`src/rtl/psum_pkg.sv`:
```
// Shared types and helpers for the partial-sum reduce/accumulate output stage.
// Holds the accumulator width rule, the output FSM states and a generic saturator.
package psum_pkg;

    typedef enum logic {
        ACCUM = 1'b0,
        HOLD  = 1'b1
    } state_t;

    // Widest signed value the saturator handles
    localparam int SAT_W = 128;

    // Accumulator width: lane width plus lane-reduction and pass growth
    function automatic int sum_width(
        input int acc_w,
        input int lanes,
        input int passes
    );
        return acc_w + $clog2(lanes) + $clog2(passes);
    endfunction

    // Clamp a signed value into the range of an ow-bit signed number
    function automatic logic signed [SAT_W-1:0] saturate(
        input logic signed [SAT_W-1:0] v,
        input int                      ow
    );
        logic signed [SAT_W-1:0] one;
        logic signed [SAT_W-1:0] hi;
        logic signed [SAT_W-1:0] lo;
        one = 1;
        hi  = (one <<< (ow - 1)) - one;
        lo  = -hi - one;
        if (v > hi) begin
            return hi;
        end else if (v < lo) begin
            return lo;
        end
        return v;
    endfunction

endpackage

```
`src/rtl/coord_counter.sv`:
```
// Nested ch -> x -> y wrap counters that tag each output with its coordinate.
// Extents of zero behave as one; frame_done flags the final coordinate handshake.
module coord_counter #(
    parameter int FEATURE_MAP_WIDTH  = 1024,
    parameter int FEATURE_MAP_HEIGHT = 1024,
    parameter int OUTPUT_NB_CHANNELS = 64
) (
    input  logic                                    clk,
    input  logic                                    arst_in,
    input  logic                                    advance,
    input  logic [$clog2(FEATURE_MAP_WIDTH+1)-1:0]  cfg_fm_width,
    input  logic [$clog2(FEATURE_MAP_HEIGHT+1)-1:0] cfg_fm_height,
    input  logic [$clog2(OUTPUT_NB_CHANNELS+1)-1:0] cfg_nb_ch,
    output logic [$clog2(FEATURE_MAP_WIDTH)-1:0]    output_x,
    output logic [$clog2(FEATURE_MAP_HEIGHT)-1:0]   output_y,
    output logic [$clog2(OUTPUT_NB_CHANNELS)-1:0]   output_ch,
    output logic                                    frame_done
);

    localparam int XCW = $clog2(FEATURE_MAP_WIDTH + 1);
    localparam int YCW = $clog2(FEATURE_MAP_HEIGHT + 1);
    localparam int CCW = $clog2(OUTPUT_NB_CHANNELS + 1);

    logic [XCW:0] x_next;
    logic [YCW:0] y_next;
    logic [CCW:0] ch_next;
    logic         x_last;
    logic         y_last;
    logic         ch_last;

    // Last-position detection; comparing index+1 against the extent also
    // treats a zero extent as one and copes with a shrunken extent
    always_comb begin
        x_next  = (XCW+1)'(output_x) + (XCW+1)'(1);
        y_next  = (YCW+1)'(output_y) + (YCW+1)'(1);
        ch_next = (CCW+1)'(output_ch) + (CCW+1)'(1);
        x_last  = x_next >= (XCW+1)'(cfg_fm_width);
        y_last  = y_next >= (YCW+1)'(cfg_fm_height);
        ch_last = ch_next >= (CCW+1)'(cfg_nb_ch);
    end

    assign frame_done = advance && ch_last && x_last && y_last;

    // Channel innermost, then x, then y; everything wraps at frame end
    always_ff @(posedge clk or posedge arst_in) begin
        if (arst_in) begin
            output_x  <= '0;
            output_y  <= '0;
            output_ch <= '0;
        end else if (advance) begin
            if (ch_last) begin
                output_ch <= '0;
                if (x_last) begin
                    output_x <= '0;
                    if (y_last) begin
                        output_y <= '0;
                    end else begin
                        output_y <= output_y + 1'b1;
                    end
                end else begin
                    output_x <= output_x + 1'b1;
                end
            end else begin
                output_ch <= output_ch + 1'b1;
            end
        end
    end

endmodule

```
`src/rtl/psum_reduce_accum.sv`:
```
// Reduces NUM_LANES partial sums, accumulates them over cfg_nb_passes inputs
// and presents the requantised result on valid/ready. Option: OUT_RELU_EN.
module psum_reduce_accum
    import psum_pkg::*;
#(
    parameter int NUM_LANES          = 4,
    parameter int ACC_WIDTH          = 32,
    parameter int IO_DATA_WIDTH      = 16,
    parameter int MAX_PASSES         = 64,
    parameter int FEATURE_MAP_WIDTH  = 1024,
    parameter int FEATURE_MAP_HEIGHT = 1024,
    parameter int OUTPUT_NB_CHANNELS = 64
) (
    input  logic                                    clk,
    input  logic                                    arst_in,
    input  logic [$clog2(MAX_PASSES+1)-1:0]         cfg_nb_passes,
    input  logic [5:0]                              cfg_shift,
    input  logic [$clog2(FEATURE_MAP_WIDTH+1)-1:0]  cfg_fm_width,
    input  logic [$clog2(FEATURE_MAP_HEIGHT+1)-1:0] cfg_fm_height,
    input  logic [$clog2(OUTPUT_NB_CHANNELS+1)-1:0] cfg_nb_ch,
    input  logic signed [ACC_WIDTH-1:0]             lane_data [NUM_LANES],
    input  logic                                    in_valid,
    output logic                                    in_ready,
    output logic signed [IO_DATA_WIDTH-1:0]         out_data,
    output logic                                    out_valid,
    input  logic                                    out_ready,
    output logic [$clog2(FEATURE_MAP_WIDTH)-1:0]    output_x,
    output logic [$clog2(FEATURE_MAP_HEIGHT)-1:0]   output_y,
    output logic [$clog2(OUTPUT_NB_CHANNELS)-1:0]   output_ch,
    output logic                                    frame_done
);

    localparam int PW = $clog2(MAX_PASSES + 1);
    localparam int SW = sum_width(ACC_WIDTH, NUM_LANES, MAX_PASSES);

    state_t                     state;
    logic signed [SW-1:0]       acc;
    logic [PW-1:0]              pass_cnt;
    logic [PW-1:0]              passes_q;
    logic [5:0]                 shift_q;

    logic signed [SW-1:0]       lane_ext [NUM_LANES];
    logic signed [SW-1:0]       lane_sum;
    logic [PW-1:0]              passes_raw;
    logic [PW-1:0]              passes_eff;
    logic [5:0]                 shift_eff;
    logic                       is_final;
    logic signed [SW-1:0]       acc_base;
    logic signed [SW-1:0]       acc_new;
    logic signed [SW-1:0]       shifted;
    logic signed [SW-1:0]       clamped;
    logic signed [IO_DATA_WIDTH-1:0] sat_data;
    logic                       accept;
    logic                       final_acc;
    logic                       out_hs;

    // Sign-extend every lane to the accumulator width
    for (genvar i = 0; i < NUM_LANES; i++) begin : g_lane
        assign lane_ext[i] = {{(SW-ACC_WIDTH){lane_data[i][ACC_WIDTH-1]}},
                              lane_data[i]};
    end

    // Lane reduction; SW leaves headroom so no overflow handling is needed
    always_comb begin
        lane_sum = '0;
        for (int i = 0; i < NUM_LANES; i++) begin
            lane_sum = lane_sum + lane_ext[i];
        end
    end

    // Group config: live inputs on the first pass, latched copies afterwards
    always_comb begin
        passes_raw = (pass_cnt == '0) ? cfg_nb_passes : passes_q;
        passes_eff = (passes_raw == '0) ? PW'(1) : passes_raw;
        shift_eff  = (pass_cnt == '0) ? cfg_shift : shift_q;
        is_final   = pass_cnt == (passes_eff - PW'(1));
    end

    // Accumulate, shift (floor), optional ReLU, then saturate
    always_comb begin
        acc_base = (pass_cnt == '0) ? '0 : acc;
        acc_new  = acc_base + lane_sum;
        shifted  = acc_new >>> shift_eff;
`ifdef OUT_RELU_EN
        clamped  = shifted[SW-1] ? '0 : shifted;
`else
        clamped  = shifted;
`endif
        sat_data = IO_DATA_WIDTH'(saturate(
                       {{(SAT_W-SW){clamped[SW-1]}}, clamped},
                       IO_DATA_WIDTH));
    end

    // Only the final pass is blocked by an unconsumed result
    assign in_ready  = !(is_final && out_valid && !out_ready);
    assign accept    = in_valid && in_ready;
    assign final_acc = accept && is_final;
    assign out_hs    = out_valid && out_ready;

    // Accumulation, result capture and ACCUM/HOLD sequencing
    always_ff @(posedge clk or posedge arst_in) begin
        if (arst_in) begin
            state     <= ACCUM;
            acc       <= '0;
            pass_cnt  <= '0;
            passes_q  <= '0;
            shift_q   <= '0;
            out_data  <= '0;
            out_valid <= 1'b0;
        end else begin
            if (accept) begin
                acc      <= acc_new;
                pass_cnt <= is_final ? '0 : pass_cnt + PW'(1);
                if (pass_cnt == '0) begin
                    passes_q <= cfg_nb_passes;
                    shift_q  <= cfg_shift;
                end
            end
            if (final_acc) begin
                out_data <= sat_data;
            end
            unique case (state)
                ACCUM: begin
                    if (final_acc) begin
                        state     <= HOLD;
                        out_valid <= 1'b1;
                    end
                end
                HOLD: begin
                    if (out_hs && !final_acc) begin
                        state     <= ACCUM;
                        out_valid <= 1'b0;
                    end
                end
                default: begin
                    state     <= ACCUM;
                    out_valid <= 1'b0;
                end
            endcase
        end
    end

    coord_counter #(
        .FEATURE_MAP_WIDTH  (FEATURE_MAP_WIDTH),
        .FEATURE_MAP_HEIGHT (FEATURE_MAP_HEIGHT),
        .OUTPUT_NB_CHANNELS (OUTPUT_NB_CHANNELS)
    ) u_coord (
        .clk           (clk),
        .arst_in       (arst_in),
        .advance       (out_hs),
        .cfg_fm_width  (cfg_fm_width),
        .cfg_fm_height (cfg_fm_height),
        .cfg_nb_ch     (cfg_nb_ch),
        .output_x      (output_x),
        .output_y      (output_y),
        .output_ch     (output_ch),
        .frame_done    (frame_done)
    );

endmodule

```
`config.mk`:
```
export PLATFORM = sky130hd
export DESIGN_NAME = psum_reduce_accum
export DESIGN_NICKNAME = d
export VERILOG_FILES = /design/src/rtl/psum_pkg.sv /design/src/rtl/coord_counter.sv /design/src/rtl/psum_reduce_accum.sv
export SDC_FILE = /design/constraint.sdc
export NUM_CORES = 1
export LEC_CHECK = 0
export BUFFER_PORTS_ARGS = -buffer_cell sky130_fd_sc_hd__buf_2
export CORE_MARGIN = 2
export CORE_UTILIZATION = 50
export DETAILED_ROUTE_END_ITERATION = 12
export PLACE_DENSITY = 0.71
export RECOVER_POWER = 25
export SLEW_MARGIN = 30
export SYNTH_ARGS = -nofsm -noshare
export SYNTH_HDL_FRONTEND = slang
export SYNTH_SLANG_ARGS = --single-unit
```
`constraint.sdc`:
```
create_clock -name clk -period 15.4 [get_ports clk]
set_input_delay 0.77 -clock clk [delete_from_list [all_inputs] [get_ports clk]]
set_output_delay 0.77 -clock clk [all_outputs]
set_load 0.03 [all_outputs]
```
# After elaboration in Yosys (flattened, before gate mapping)
# Cells that the tools add are included.
[classes]
n_addsub = 12
n_lt_le_gt_ge = 5
eq_ne = 3
n_shift = 1
muxes = 19
n_bitwise = 1
n_reduce_logical = 17
[op_table]
columns = ["operator", "n"]
rows = [
  ["16-bit 2-to-1 mux", 3],
  ["40-bit by 35-bit adder with 40-bit output", 1],
  ["40-bit by 16-bit > comparator with 1-bit output, second input constant", 1],
  ["40-bit by 16-bit less-than comparator with 1-bit output, second input constant", 1],
  ["40-bit 2-to-1 mux", 1],
  ["40-bit by 6-bit >>> shifter with 40-bit output", 1],
  ["34-bit by 32-bit adder with 35-bit output", 1],
  ["33-bit by 32-bit adder with 34-bit output", 1],
  ["32-bit by 32-bit adder with 33-bit output", 1],
  ["12-bit by 11-bit >= comparator with 1-bit output", 2],
  ["10-bit by 1-bit adder with 11-bit output, second input constant", 2],
  ["7-bit 2-to-1 mux", 3],
  ["10-bit by 1-bit adder with 10-bit output, second input constant", 2],
  ["10-bit 2-to-1 mux", 2],
  ["7-bit zero test", 2],
  ["6-bit 2-to-1 mux", 2],
  ["1-bit logical AND", 9],
  ["8-bit by 7-bit >= comparator with 1-bit output", 1],
  ["6-bit by 1-bit adder with 7-bit output, second input constant", 1],
  ["7-bit by 1-bit adder with 7-bit output, second input constant", 1],
  ["7-bit == test", 1],
  ["7-bit by 1-bit subtractor with 7-bit output, second input constant", 1],
  ["6-bit by 1-bit adder with 6-bit output, second input constant", 1],
  ["1-bit 2-to-1 mux", 6],
  ["7 further kinds", 11],
]
[totals]
regBits = 104
in_bits = 174
word_cells = 68

# Depth between registers and ports, before layout
# Gate-level depths: netlist (run 1).
[depth]
word_depth = 15
mapped_depth = 29

# Hierarchy
# Synthesis (run 1) repeated with hierarchy kept, for this count alone.
[hier_totals]
hier_cells = 1942
area_unflattened_um2 = 15015.7
[by_module_without_submodules]
columns = ["mod", "instances", "cells_per_inst", "area_each_um2", "seq_area_each_um2"]
rows = [
  ["psum_reduce_accum", 1, 1692, 12856.1, 1951.9],
  ["coord_counter", 1, 250, 2159.6, 650.6],
]

# Worst setup path after synthesis (run 1)
# Ideal clock, no wire load.
[synth_timing]
path_kind = "input to register"
from = "input lane_data[31] (netlist name)"
to = "register out_data[12]"
setup_ns = 0.134
t_arrival_ns = 6.132
t_required_ns = 15.266
setup_slack_ns = 9.134
stages = 21
path_buffers = 3
cell_sequence = "inv_1 > fa_1 > fa_1 > inv_1 > fa_1 > ha_1 > buf_2 > nand4_1 > or2_2 > or3_1 > or4b_1 > o211ai_2 > buf_4 > o32ai_2 > a221oi_1 > o21ai_2 > nor4_1 > a32oi_1 > nor4_4 > buf_6 > o32ai_2"
[synth_between]
elab_chain_cells = 7
elab_cells_between_ends = 9
cone_classes = "add/sub (2); order compare (2); shift (1); mux (4)"
[synth_rtl]
columns = ["item", "line", "source"]
rows = [
  ["start: declaration", "psum_reduce_accum.sv:21", "input logic signed [ACC_WIDTH-1:0] lane_data [NUM_LANES],"],
  ["34-bit by 32-bit adder with 35-bit output *", "psum_reduce_accum.sv:67", "lane_sum = lane_sum + lane_ext[i];"],
  ["40-bit by 35-bit adder with 40-bit output *", "psum_reduce_accum.sv:82", "acc_new = acc_base + lane_sum;"],
  ["40-bit by 6-bit >>> shifter with 40-bit output *", "psum_reduce_accum.sv:83", "shifted = acc_new >>> shift_eff;"],
  ["40-bit by 16-bit less-than comparator with 1-bit output", "psum_pkg.sv:35", "end else if (v < lo) begin"],
  ["1-bit 2-to-1 mux", "psum_pkg.sv:35", ""],
  ["1-bit 2-to-1 mux", "psum_pkg.sv:33", "if (v > hi) begin"],
  ["16-bit 2-to-1 mux *", "psum_pkg.sv:38", "return v;"],
  ["end signal: assignment", "psum_reduce_accum.sv:120", "out_data <= sat_data;"],
  ["end: declaration", "psum_reduce_accum.sv:24", "output logic signed [IO_DATA_WIDTH-1:0] out_data,"],
]
# Mark *: on every way between the ends. The rest lies on a longest branch, timed or not.
# A chain may end at the register's enable or synchronous reset.

# Final worst setup path (run 1)
[layout_timing]
from = "register pass_cnt[0]"
to = "register out_data[3]"
[layout_between]
elab_chain_cells = 11
elab_cells_between_ends = 21
cone_classes = "add/sub (2); order compare (2); eq/ne (1); shift (1); mux (8); reduce/logical (7)"
[layout_rtl]
columns = ["item", "line", "source"]
rows = [
  ["start: declaration", "psum_reduce_accum.sv:38", "logic [PW-1:0] pass_cnt;"],
  ["start signal: assignment", "psum_reduce_accum.sv:113", "pass_cnt <= is_final ? '0 : pass_cnt + PW'(1);"],
  ["parallel branches: the longest is 11 deep, another holds 40-bit by 35-bit adder with 40-bit output", "--", ""],
]
# Several ways; the timed one is not identified.

==> flow_metrics.tcl, run 1 <==
set metrics [dict create \
    finalCritPeriodShare_pct 50.9 \
    crit_path_frequent_cell "inv_1" \
    clk_pin_slew_ns 0.10 \
    worstSkewPairLatency_ns 0.38 \
    ioPinCount 219 \
    cp-startpoint "pass_cnt[0]$_DFFE_PP0P_" \
    crit_path_cell_trace "inv_1, ha_1, nor4b_2, nand2_2, buf_4, nand2_1, fa_1, inv_1, ha_1, inv_1, fa_1, nand2b_1, a21oi_2, o2111ai_1, and3_1, or4b_1, o211a_1, o22ai_1, a2bb2oi_1, mux2_1, and3_1, a32oi_1, nor4_4, o22ai_1" \
    row_count 63 \
    antenna_found_initial 1 \
    die_h_um 178 \
    ys.flop_type "dfrtp_1" \
    grt_pass1_vias 14300 \
    worstMarginPinSlew_ns 2.30 \
    htreeDepth 3 \
    critical_path_class "flip-flop to flip-flop" \
    seq_area_um2 2600 \
    via_count 14900 \
    yosys.area.top_type_share_pct 17.2 \
    wl_um 46600 \
    cp_top_family "simple AND/OR/NAND/NOR gates" \
    reg2regPathDepth 24 \
    synth.ff_latch_count 104 \
    hold_path.class "flip-flop to flip-flop" \
    cts_hold_buf 0 \
    place.gp.congestion 0.977 \
    synth_async_sr_flop_share_pct 100 \
    grt_usage_pct 29.6 \
    numCtsBuffers 9 \
    rrSetupSlack_ns 7.56 \
    drc 0 \
    drive_above_1_share_pct 15.8 \
    cts_sinks 104 \
    first_pass_iters 6 \
    core_area_um2 29700 \
    root_buffer "clkbuf_16" \
    synth.net_count 2284 \
    final_hold_viol_count 0 \
    period_minus_slack_ns 7.84 \
    cp.depth 24 \
    postCtsSetupRepairBufs 0 \
    synth_area_per_cell_um2 7.84 \
    worstSetupEndpoint "out_data[3]$_DFFE_PP0P_" \
    final.setup.tns_ns 0 \
    reg2reg_to "out_data[3]$_DFFE_PP0P_" \
    cts_resized 0 \
    start_util_pct 51.0 \
    mostFrequentLayoutCells "inv_1 (292), nand2_1 (219), buf_2 (196)" \
    max_freq_ghz 0.128 \
    synth_cell_type_count 102 \
    nNetsFinal 2428 \
    slew_headroom_pct -54.2 \
    layout_commonest_cell "inv_1" \
    insertedDiodeCount 0 \
    r2r-start "pass_cnt[0]$_DFFE_PP0P_" \
    cpPeakStageDelay_ns 0.90 \
    areaGrowthSynthToFinish_pct 10.2 \
    cp_data_arrival_time_ns 8.07 \
    fillers 2828 \
    violations "max-capacitance violations, max-slew violations" \
    status "finished with violations" \
    drv_slew 43 \
    critPathCaptureType "flip-flop" \
    grt_overflow 0 \
    seq_area_frac_synth_pct 17.2 \
    yosys-top-cells-area "dfrtp_1 (17%), fa_1 (14%), inv_1 (7.3%)" \
    die_w_um 178 \
    grt_max_degree 83 \
    antenna_left 0 \
    initialDrtViolationCount 1350 \
    skew_ns 0.0244 \
    yosysWarnings 0 \
    io_buffers 218 \
    cts_tree "built" \
    fp.dieArea_um2 31700 \
    clockBufferDepth 2 \
    syn_inst 1931 \
    netlist_area_um2 15100 \
    required_ns 15.63 \
    synth_edf_count 0 \
    rsz0062_at_grt "false" \
    dpl.hpwl_um 36300 \
    crit_buf_inv 4 \
    cp-start-kind "flip-flop" \
    grt_pass1_wl_um 74700 \
    viasPerCell 6.03 \
    crit_slowest_cell "nor4_4" \
    synth.largest_area_cell "dfrtp_1" \
    maxCapViolCount 1 \
    crit_fanout 43 \
    finalSetupViolCount 0 \
    multi_input_area_um2 11000 \
    post_drt_wl_per_cell_um 18.9 \
]
-- logic make-up (layout without fill, tap and decap cells) --
family,after synthesis,in the layout,synth area share [%]
adders and majority gates,179,179,19.9
muxes,90,90,6.37
xor gates and xnor gates,55,55,3.18
buffers and inverters,392,541,10.3
and+or+nand+nor,569,569,18.2
DFF,104,104,17.2
AOI/OAI and AO/OA,542,542,24.8
-- routing by layer --
layer  vias to the layer above  global-route usage [%]  wire length (µm)
met5                         -                       0                19
met4                         2                    8.50              1340
met3                       102                    4.90              3660
met2                       635                    47.2             20900
met1                      7147                    41.5             20700
li1                       7003                       -                 -
-- area by class of cell --
class / instances / area share (%)
repair buffers: 232 / 7.00
clock inverters: 7 / 0.547
clock buffers: 9 / 1.35
well taps: 390 / 2.92
flip-flops and latches: 104 / 15.6
multi-input cells: 1435 / 66.0
inverters: 293 / 6.60
-- cell usage after synthesis (all sizes together), types with 16 or more instances --
library cell / count
fa: 103
nand3: 56
dfrtp: 104
inv: 293
a21oi: 109
a211oi: 43
o21ai: 137
o22ai: 25
nor2: 122
xnor2: 31
nand4: 26
nand2: 223
mux2: 42
clkbuf: 53
mux2i: 48
o211ai: 22
or3: 16
buf: 46
xor2: 24
and2: 18
a21o: 39
a22oi: 20
and3: 16
ha: 76
nor3: 34
-- state kept, by name (all words and copies together), names as in the netlist --
signal             flops
out_data              16
u_coord.output_y      10
u_coord.output_x      10
u_coord.output_ch      6
passes_q               7
acc                   40
out_valid              1
shift_q                6
pass_cnt               7
state                  1
-- worst min-delay path by stage --
| stage | from | to | slack (ns) | depth (start not counted) |
|---|---|---|---|---|
| floorplan | state$_DFF_PP0_ | out_valid$_DFFE_PP0P_ | 0.42 | 1 |
| detailed placement | state$_DFF_PP0_ | out_valid$_DFFE_PP0P_ | 0.45 | 1 |
| global placement | state$_DFF_PP0_ | out_valid$_DFFE_PP0P_ | 0.43 | 1 |
| global route | state$_DFF_PP0_ | out_valid$_DFFE_PP0P_ | 0.48 | 1 |
| CTS | state$_DFF_PP0_ | out_valid$_DFFE_PP0P_ | 0.46 | 1 |
| finish | state$_DFF_PP0_ | out_valid$_DFFE_PP0P_ | 0.46 | 1 |
-- worst register-to-register path: cells and delay by family, from the launching register on --
| family | cells | cell delay (ns) |
|---|---|---|
| AND/OR/NAND/NOR | 8 | 2.94 |
| AO/OA/AOI/OAI | 7 | 2.02 |
| adder cells (fa/ha/maj) | 4 | 1.23 |
| buffers and inverters | 4 | 0.74 |
| flip-flops | 1 | 0.45 |
| multiplexers | 1 | 0.36 |
-- stage by stage --
stage          hold slack, ns  area, µm²  instances  setup slack (ns)  util [%]
2_1_floorplan           0.418      15100       1931              9.13         -
3_3_place_gp            0.430      16400       2454              7.78      55.2
3_5_place_dp            0.447      16400       2454              7.69      55.2
4_1_cts                 0.459      16700       2470              7.68      56.3
5_1_grt                 0.484      16700       2470              7.06      56.2
6_report                0.465      16700       2470              7.56      56.2
Power of run 1 is left out: the tool's default activity adds up to more than one toggle a clock period on the data nets, which glitch-free logic cannot reach.
==> run 2, diff against run 1 <==
==> constraint.sdc (replaced) <==
create_clock -name clk -period 7.7 [get_ports clk]
set_input_delay 0.385 -clock clk [delete_from_list [all_inputs] [get_ports clk]]
set_output_delay 0.385 -clock clk [all_outputs]
set_load 0.03 [all_outputs]
==> flow_metrics.tcl, run 2 (synthesis gave the netlist of run 1 again) <==
set metrics [dict create \
    worstSkewPairLatency_ns 0.38 \
    root_buffer "clkbuf_16" \
    place_area_um2 16500 \
    clockBufferDepth 2 \
    final.setup.tns_ns 0 \
    core_area_um2 29700 \
    cp_data_arrival_time_ns 7.42 \
    postCtsSetupRepairBufs 0 \
    drv_slew 45 \
    grt_pass1_vias 14400 \
    worstSetupEndpoint "out_data[14]$_DFFE_PP0P_" \
    row_count 63 \
    die_w_um 178 \
    io_buffers 218 \
    maxCapViolCount 1 \
    drc 0 \
    cp-startpoint "pass_cnt[0]$_DFFE_PP0P_" \
    worstMarginPinSlew_ns 2.20 \
    crit_fanout 41 \
    rsz0062_at_grt "false" \
    finalCritPeriodShare_pct 92.8 \
    reg2regPathDepth 22 \
    design_area_um2 16800 \
    finalWorstSetupSlack_ns 0.553 \
    start_util_pct 51.0 \
    mostFrequentLayoutCells "inv_1 (292), nand2_1 (219), buf_2 (198)" \
    viasPerCell 6.00 \
    required_ns 7.97 \
    critPathCaptureType "flip-flop" \
    cts_sinks 104 \
    die_h_um 178 \
    slew_headroom_pct -47.8 \
    cts_resized 0 \
    critical_path_class "flip-flop to flip-flop" \
    clk_pin_slew_ns 0.09 \
    via_count 14900 \
    cp-start-kind "flip-flop" \
    antenna_found_initial 1 \
    dpl.hpwl_um 35100 \
    finalSetupViolCount 0 \
    grt_overflow 0 \
    final_hold_viol_count 0 \
    place.gp.congestion 1.02 \
    drive_above_1_share_pct 16.3 \
    largestRegisters "acc (40), out_data (16)" \
    max_freq_ghz 0.140 \
    skew_ns 0.0146 \
    layout_commonest_cell "inv_1" \
    hold_path.class "primary input to flip-flop" \
    initialDrtViolationCount 1361 \
    grt_pass1_wl_um 73800 \
    grt_max_degree 62 \
    wl_um 45200 \
    multi_input_area_um2 11000 \
    ioPinCount 219 \
    first_pass_iters 8 \
    cts_hold_buf 0 \
    seq_area_um2 2600 \
    regMostFlops "acc" \
    fp.dieArea_um2 31700 \
    nNetsFinal 2437 \
    cts_tree "built" \
    status "finished with violations" \
    largest_reg_flops 40 \
    rrSetupSlack_ns 0.55 \
    violations "max-capacitance violations, max-slew violations" \
    fillers 2864 \
    period_minus_slack_ns 7.15 \
    grt_usage_pct 29.0 \
    pre_cts_slack_ns 0.709 \
    antenna_left 0 \
    post_drt_wl_per_cell_um 18.2 \
    r2r-start "pass_cnt[0]$_DFFE_PP0P_" \
    htreeDepth 3 \
    reg2reg_to "out_data[14]$_DFFE_PP0P_" \
    areaGrowthSynthToFinish_pct 10.7 \
    numCtsBuffers 9 \
]
-- run 2: cell count changes in the layout (fill, tap and decap cells not counted), sizes merged --
cell and delta:
diode +1, buf +11, clkinvlp +2, clkbuf -2
inv -1, clkinv -1
-- run 2: worst max-delay path: stages, from the launching register on --
cell      delay (ns)
dfrtp_1         0.47
inv_1           0.07
ha_1            0.21
nor4b_2         0.18
nand2_2         0.12
buf_4           0.45
nand2_1         0.15
fa_1            0.50
inv_1           0.04
ha_1            0.46
a21oi_1         0.34
o21ai_0         0.31
a221oi_1        0.43
nor3_1          0.14
o31ai_1         0.53
nand3_1         0.13
o21ai_1         0.23
o21ai_1         0.29
a211oi_1        0.73
nand4b_1        0.21
o31ai_2         0.34
nand4_2         0.31
o32ai_2         0.36
-- run 2: worst min path at each step --
stage,startpoint,to,slack (ns),depth (start not counted)
after CTS,arst_in,shift_q[3]$_DFFE_PP0P_,0.1,2
final,cfg_nb_passes[0],passes_q[0]$_DFFE_PP0P_,0.25,2
after floorplan,state$_DFF_PP0_,out_valid$_DFFE_PP0P_,0.42,1
after global routing,cfg_nb_passes[0],passes_q[0]$_DFFE_PP0P_,0.26,2
after global placement,state$_DFF_PP0_,out_valid$_DFFE_PP0P_,0.43,1
after detailed placement,state$_DFF_PP0_,out_valid$_DFFE_PP0P_,0.45,1
-- run 2: through the flow --
stage                     hold slack, ns  std cells  utilization [%]
after global placement             0.429       2463             55.4
final                              0.252       2480             56.4
after CTS                         0.0990       2479             56.5
after global routing               0.256       2479             56.4
after floorplan                    0.418       1931                -
after detailed placement           0.448       2463             55.4
-- run 2: area by class of cell --
| type | instances | share of cell area [%] |
|---|---|---|
| Clock buffer | 9 | 1.34 |
| Tap cell | 390 | 2.91 |
| Timing Repair Buffer | 241 | 7.39 |
| Clock inverter | 7 | 0.500 |
| Sequential cell | 104 | 15.5 |
| Multi-Input combinational cell | 1435 | 65.8 |
| Inverter | 293 | 6.57 |
| Antenna cell | 1 | 0.0149 |
-- run 2: routing by layer --
metal  vias up  GRT usage, %  routed length (µm)
met5         -             0                   0
met4         0          8.30                1040
met3        77          5.05                3740
met2       646          47.0               20600
met1      7137          39.7               19800
li1       7032             -                   -
Power of run 2 is left out for the same reason.
